--- src/rtl/muldiv_seq.sv ---
// Multi-cycle sequencer for 8x8 unsigned multiply and 16/8 unsigned divide.
// All arithmetic is done by driving the shared combinational ALU with shifts and add/subtract steps.
module muldiv_seq #(
  parameter int ITER = 8
) (
  input  logic        clk,
  input  logic        reset,
  input  logic        start,
  input  logic        op,
  input  logic [15:0] operand_a,
  input  logic [7:0]  operand_b,
  output logic        busy,
  output logic        done,
  output logic [15:0] result,
  output logic [3:0]  flags_out,
  output logic        div_zero,
  output logic [4:0]  alu_op,
  output logic        alu_size,
  output logic [15:0] alu_a,
  output logic [15:0] alu_b,
  output logic        alu_c,
  input  logic [15:0] alu_r,
  input  logic [3:0]  alu_flags
);

  localparam logic [4:0] ALUOP_ADD = 5'd0;
  localparam logic [4:0] ALUOP_SUB = 5'd5;
  localparam logic [4:0] ALUOP_SHL = 5'd12;
  localparam int         FLAG_C    = 1;

  typedef enum logic [2:0] {IDLE, CHECK, SHIFT, STEP, FINISH} state_t;

  state_t      state, state_next;
  logic        op_q;
  logic [15:0] a_q;
  logic [7:0]  b_q;
  logic [15:0] w_q;
  logic [15:0] p_q;
  logic        x_q;
  logic [2:0]  cnt;
  logic        dz_q;

  logic        last_iter;
  logic        div_take;
  logic        div_error;
  logic [15:0] w_step;
  logic [15:0] step_res;
  logic        unused_flags;

  assign last_iter    = (cnt == 3'(ITER - 1));
  assign div_take     = x_q | ~alu_flags[FLAG_C];
  assign div_error    = (b_q == 8'h00) | ~alu_flags[FLAG_C];
  assign w_step       = div_take ? {alu_r[7:0], w_q[7:1], 1'b1} : w_q;
  assign step_res     = op_q ? w_step : alu_r;
  assign unused_flags = ^{alu_flags[3:2], alu_flags[0]};

  assign busy     = (state == CHECK) || (state == SHIFT) || (state == STEP);
  assign done     = (state == FINISH);
  assign div_zero = done & dz_q;
  assign alu_c    = 1'b0;

  // ALU drive and next state both follow directly from the current state.
  always_comb begin
    state_next = state;
    alu_op     = ALUOP_ADD;
    alu_size   = 1'b1;
    alu_a      = 16'h0000;
    alu_b      = 16'h0000;
    case (state)
      IDLE: begin
        if (start) state_next = op ? CHECK : SHIFT;
      end
      CHECK: begin
        alu_op     = ALUOP_SUB;
        alu_size   = 1'b0;
        alu_a      = {8'h00, w_q[15:8]};
        alu_b      = {8'h00, b_q};
        state_next = div_error ? FINISH : SHIFT;
      end
      SHIFT: begin
        alu_op     = ALUOP_SHL;
        alu_a      = op_q ? w_q : p_q;
        state_next = STEP;
      end
      STEP: begin
        if (op_q) begin
          alu_op   = ALUOP_SUB;
          alu_size = 1'b0;
          alu_a    = {8'h00, w_q[15:8]};
          alu_b    = {8'h00, b_q};
        end else begin
          alu_op   = ALUOP_ADD;
          alu_a    = p_q;
          alu_b    = b_q[3'(ITER - 1) - cnt] ? {8'h00, a_q[7:0]} : 16'h0000;
        end
        state_next = last_iter ? FINISH : SHIFT;
      end
      FINISH: state_next = IDLE;
      default: state_next = IDLE;
    endcase
  end

  // Result and flags are captured on the edge entering FINISH so they hold afterwards.
  always_ff @(posedge clk) begin
    if (reset) begin
      state     <= IDLE;
      op_q      <= 1'b0;
      a_q       <= 16'h0000;
      b_q       <= 8'h00;
      w_q       <= 16'h0000;
      p_q       <= 16'h0000;
      x_q       <= 1'b0;
      cnt       <= 3'd0;
      dz_q      <= 1'b0;
      result    <= 16'h0000;
      flags_out <= 4'h0;
    end else begin
      state <= state_next;
      case (state)
        IDLE: begin
          if (start) begin
            op_q <= op;
            a_q  <= operand_a;
            b_q  <= operand_b;
            w_q  <= op ? operand_a : {8'h00, operand_a[7:0]};
            p_q  <= 16'h0000;
            cnt  <= 3'd0;
            dz_q <= 1'b0;
          end
        end
        CHECK: begin
          if (div_error) begin
            result    <= a_q;
            flags_out <= 4'b0100;
            dz_q      <= (b_q == 8'h00);
          end
        end
        SHIFT: begin
          if (op_q) begin
            w_q <= alu_r;
            x_q <= alu_flags[FLAG_C];
          end else begin
            p_q <= alu_r;
          end
        end
        STEP: begin
          cnt <= cnt + 3'd1;
          if (op_q) w_q <= w_step;
          else      p_q <= alu_r;
          if (last_iter) begin
            result    <= step_res;
            flags_out <= {step_res[15], 2'b00, (step_res == 16'h0000)};
          end
        end
        default: ;
      endcase
    end
  end

endmodule

--- config.mk ---
export PLATFORM = sky130hd
export DESIGN_NAME = muldiv_seq
export DESIGN_NICKNAME = d
export VERILOG_FILES = /design/src/rtl/muldiv_seq.sv
export SDC_FILE = /design/constraint.sdc
export NUM_CORES = 1
export LEC_CHECK = 0
export BUFFER_PORTS_ARGS = -buffer_cell sky130_fd_sc_hd__buf_4
export CORE_MARGIN = 5
export CORE_UTILIZATION = 50
export DETAILED_ROUTE_END_ITERATION = 6
export HOLD_SLACK_MARGIN = 0.02
export PLACE_DENSITY = 0.75
export SLEW_MARGIN = 40
export SYNTH_ARGS = -nofsm -noshare
export SYNTH_HDL_FRONTEND = slang
export SYNTH_SLANG_ARGS = --single-unit
--- constraint.sdc ---
create_clock -name clk -period 2.2 [get_ports clk]
set_input_delay 0.33 -clock clk [delete_from_list [all_inputs] [get_ports clk]]
set_output_delay 0.33 -clock clk [all_outputs]
set_load 0.02 [all_outputs]
; ---- Word-level counts from Yosys, hierarchy flattened
; Cells that the tools add are included.
; W data, S select, Z words.
[totals]
register_bits = 85
out_inout_bits = 62
elab_cells = 85
[op_classes]
n_addsub = 2
n_lt_le_gt_ge = 1
n_eq_ne = 11
mux = 38
bitwise_logic = 4
reduce_logical = 18
[ops]
columns = operator, count
row1 = $mux W16, 12
row2 = $pmux W16 S3, 2
row3 = $pmux W16 S2, 2
row4 = $logic_not A16 Y1, 1
row5 = $mux W8, 2
row6 = $pmux W8 S2, 1
row7 = $mux W3, 5
row8 = $ne A2 B2 Y1 const B, 6
row9 = $pmux W3 S4, 1
row10 = $pmux W4 S3, 1
row11 = $reduce_and A3 Y1, 3
row12 = $logic_not A8 Y1, 1
row13 = $mux W4, 2
row14 = $pmux W4 S2, 1
row15 = $reduce_bool A2 Y1, 4
row16 = $eq A3 B2 Y1 const B, 2
row17 = $eq A3 B3 Y1 const B, 2
row18 = $pmux W3 S2, 1
row19 = $reduce_and A2 Y1, 3
row20 = $lt A3 B4 Y1 const B, 1
row21 = $mux W1, 4
row22 = $pmux W1 S2, 2
row23 = $reduce_and A4 Y1, 1
row24 = $add A3 B1 Y3 const B, 1
row25 = 11 further kinds, 13

; ---- Longest topological paths before layout
[logic_depth]
depth_word = 7
ltp_mapped = 8
depth_no_buf = 6

; ---- Least setup slack after synthesis
; Ideal clock, no wire load.
[synth_timing]
kind = register to output
startpoint = reg state[1]
endpoint = out alu_b[0]
arrival_time_ps = 1680
required_ps = 1870
slack_ps = 190
path_stages_with_launch = 6
cell_sequence = dfxtp_1 > buf_2 > nand3b_1 > nor2_1 > o211ai_1 > o31ai_1
[synth_via]
elab_chain_len = 2
word_cells_on_any_way = 3
classes_between = 2 x eq/ne / 1 x mux
[synth_rtl]
columns = item, line_no
row1 = from (decl), 33  ; state_t state, state_next;
row2 = from (signal assigned), 118  ; state <= state_next;
row3 = $eq A3 B2 Y1 / $eq A3 B1 Y1 (equally long branches), 69  ; case (state)
row4 = $pmux W8 S2 *, 69
row5 = to (decl), 20  ; output logic [15:0] alu_b,
; Mark *: on every way between the ends. The rest lies on a longest branch, timed or not.

; ---- Final worst setup path
[layout_timing]
startpoint = reg state[2]
endpoint = out alu_b[4]
; Same word-level chain as after synthesis.

==> key figures <==
Clock tree
  – Max Root-Sink Buffers: 2
  – Quantity of hold-fixing buffers added after cts: 0
  – Number of sinks driven by the clock tree: 84
  – Clk_lat worst skew: 0.37 ns
  – Max H-tree Level: 3
  – TritonCTS clock tree: done
  – Total clock buffers created by CTS: 9
  – CTS Root Buffer Type: clkbuf_8
  – Clock-pin slew on the worst setup and hold paths: 0.09 ns

Pwr
  – P_leak: 2.27 nW
  – Maximum vdd ir drop: 0.309 mV
  – Pwr Density: 667 mW/mm^2
  – Power, Total: 3.87 mW

Synthesis
  – Top cells by area in the synthesized netlist: dfxtp_1, nand2_1, a21oi_1
  – Number of distinct standard cells referenced by the synthesized netlist: 57
  – Number of standard cells after synthesis: 567
  – Leading register cell type out of synthesis: dfxtp_1
  – Flops & latches, synth: 84
  – Top-count cell post-synth: nand2_1
  – Synthesized cell area: 0.00457 mm^2
  – Area share of the leading cell type in the synthesized netlist: 36.8%
  – Average size of a mapped cell: 8.06 um^2
  – Cell type with the largest total area after synthesis: dfxtp_1
  – Proportion of synthesized chip area in sequential cells: 36.8%
  – Post-synth EDFFs: 0
  – Most instantiated cells after synthesis: nand2_1, dfxtp_1, a21oi_1, nor2_1, clkbuf_1
  – Asr flop ratio synth: 0%
  – Synthesis Warnings: 0

Critical path
  – Worst flop-to-flop path endpoint: flags_out[0]
  – Number of cell instances on the worst register-to-register path: 4
  – CP Capture Type: output pin
  – Data arrival time of the worst path: 1.88 ns
  – Worst setup SP type: flip-flop
  – WP data required: 1.87 ns
  – Startpoint of the lowest-slack register-to-register path: b_q[4]
  – Biggest fanout along the worst timing path: 7
  – Critical path class: reg -> out
  – Worst setup slack for register-to-register paths: 0.21 ns

Die
  – Floorplan die height: 106 um
  – Std-Cell Rows: 34
  – Floorplan Core Area: 0.00881 mm^2
  – Floorplan die area: 0.0112 mm^2
  – Number of top-level pins: 110
  – Effective utilization at floorplan: 51.9%
  – Horizontal die dimension: 106 um

STA
  – Worst rel slew slack: 48.7%
  – Worst path setup slack after routing: -0.00942 ns
  – Max-slew violation total from the final report: 0
  – Hold Vio Cnt, Final: 0
  – Setup repair after global routing missed its margin: yes
  – Worst-Margin Slew: 0.770 ns
  – Minimum clock period after layout: 2.21 ns
  – Worst Skew: 0.0141 ns
  – Period Utilization, post-route: 100%
  – Timing-limited maximum frequency: 453 MHz
  – Count of endpoints failing setup in the final report: 2

Layout
  – Final net count: 703
  – Final design instance area without fill: 0.00580 mm^2
  – Number of antenna cells inserted: 0
  – Share of final-layout standard cells stronger than drive strength 1: 27.1%
  – Layout Area Growth over Synthesis: 26.9%
  – Post-Route Utilization: 65.9%

Route
  – Antenna-violating nets left: 0
  – Detailed-route DRC error count: 0
  – Detailed Route Iter0 Violations: 567
  – Final routed wirelength across all metal layers: 14700 um
  – Number of detailed-route iterations in the first pass: 7
  – Via count: 4742
  – Detailed-route wire length per cell: 19.2 um
  – Vias per std cell: 6.19

Status
  – Status: finished with violations
  – Violated checks: setup timing

Place
  – Instance area at placement: 0.00531 mm^2
  – DP HPWL: 10100 um
  – Count of port buffers added during placement: 94
  – Routability cong.: 0.900

Global route
  – GRT Util Overall: 25.1%
  – Total congestion overflow after global routing: 0
  – Initial antenna violation count: 0
  – Pin count of the biggest net entering global routing: 74
  – Via count of the first global-routing pass: 4504
  – Global-route wire length before repair: 22900 um

Hold path
  – Endpoint of the worst hold path: b_q[6]
  – Launch point of the worst hold path: operand_b[6]
  – Cell depth of the worst min-delay path: 3
  – Hold Crit Class: in -> reg

Job
  – Max capacitance violation total: 0
==> per-layer routing <==
layer | GRT usage [%] | routed length (um) | vias up
li1 | - | - | 2209
met1 | 33.1 | 5840 | 2251
met2 | 41.4 | 7140 | 247
met3 | 5.01 | 1360 | 35
met4 | 8.33 | 352 | 0
met5 | 0 | 0 | -
==> critical path, stage by stage, from the launching register on <==
cell	delay [ns]
dfxtp_2	0.34
buf_6	0.12
nand3b_1	0.18
nor2_2	0.13
o211ai_1	0.15
buf_6	0.20
o31ai_4	0.24
buf_6	0.15
==> cells by family after synthesis <==
| family | Yosys count | share of synthesized area, % |
|---|---|---|
| fa+ha+maj | 2 | 0.547 |
| other cells | 1 | 0.0820 |
| simple gates | 192 | 19.9 |
| flops | 84 | 36.8 |
| compound gates | 182 | 27.4 |
| mux | 32 | 7.25 |
| buf+inv | 74 | 8.05 |
==> flip-flops by register name, summed over array words and instances, names as in the netlist <==
signal	flops
a_q	16
p_q	16
result	16
w_q	16
b_q	8
cnt	3
flags_out	3
state	3
dz_q	1
op_q	1
x_q	1
==> report_power, final <==
group	internal (mW)	switching (mW)	leakage [nW]
Clock	0.456	0.656	0.104
Sequential	1.63	0.131	0.690
Combinational	0.395	0.598	1.48
Total	2.49	1.39	2.27
==> worst max path at each step <==
stage,start,endpoint,depth (start not counted)
floorplan,state[1],alu_b[0],5
global placement,op_q,w_q[3],5
detailed placement,op_q,w_q[7],5
CTS,state[2],alu_b[7],7
global route,state[2],alu_b[2],7
finish,state[2],alu_b[4],7
==> area by class of cell <==
| class | count | area (um^2) |
|---|---|---|
| Clock buffer | 9 | 124 |
| Tap cell | 108 | 135 |
| Timing Repair Buffer | 124 | 1010 |
| Fill cell | 728 | 3000 |
| Clock inverter | 7 | 73.8 |
| Sequential cell | 84 | 1700 |
| Multi-Input combinational cell | 420 | 2710 |
| Inverter | 14 | 55.1 |
==> what timing repair did <==
action	in CTS	in global routing
pin swaps	1	7
endpoints found under the setup margin	25	23
buffers inserted	2	6
cloned	0	1
gates resized for setup	10	37
==> stage by stage <==
| stage | TNS (ns) | instances | setup WS (ns) | hold slack (ns) |
|---|---|---|---|---|
| floorplan | 0 | 578 | 0.190 | 0.437 |
| CTS | -0.0375 | 759 | -0.0164 | 0.205 |
| global placement | 0 | 741 | 0.231 | 0.447 |
| detailed placement | 0 | 741 | 0.144 | 0.449 |
| finish | -0.0181 | 766 | -0.00942 | 0.206 |
| global route | -0.586 | 766 | -0.114 | 0.202 |
==> layout by cell type (no fill, tap or decap), types with 3 or more instances in the layout <==
| cell type | n |
|---|---|
| nor4_1 | 5 |
| dfxtp_2 | 5 |
| mux2i_1 | 22 |
| inv_1 | 12 |
| buf_6 | 10 |
| nand2_1 | 98 |
| a311oi_1 | 9 |
| o211ai_1 | 11 |
| nor2b_1 | 3 |
| a211oi_1 | 11 |
| dfxtp_1 | 77 |
| nor2_2 | 4 |
| clkbuf_8 | 9 |
| o21ai_0 | 18 |
| o22ai_1 | 5 |
| a21o_1 | 4 |
| a21oi_2 | 3 |
| buf_4 | 111 |
| nor2_1 | 35 |
| inv_8 | 5 |
| o21ai_1 | 3 |
| mux2_1 | 8 |
| nand3_1 | 5 |
| a22o_1 | 8 |
| a222oi_1 | 8 |
| a22oi_1 | 24 |
| o2111ai_1 | 8 |
| and2_1 | 3 |
| o31ai_4 | 8 |
| nand2b_1 | 11 |
| nand4b_1 | 8 |
| or4_1 | 3 |
| conb_1 | 12 |
| a21oi_1 | 52 |
Note: power is estimated with default switching activity, not from simulation.
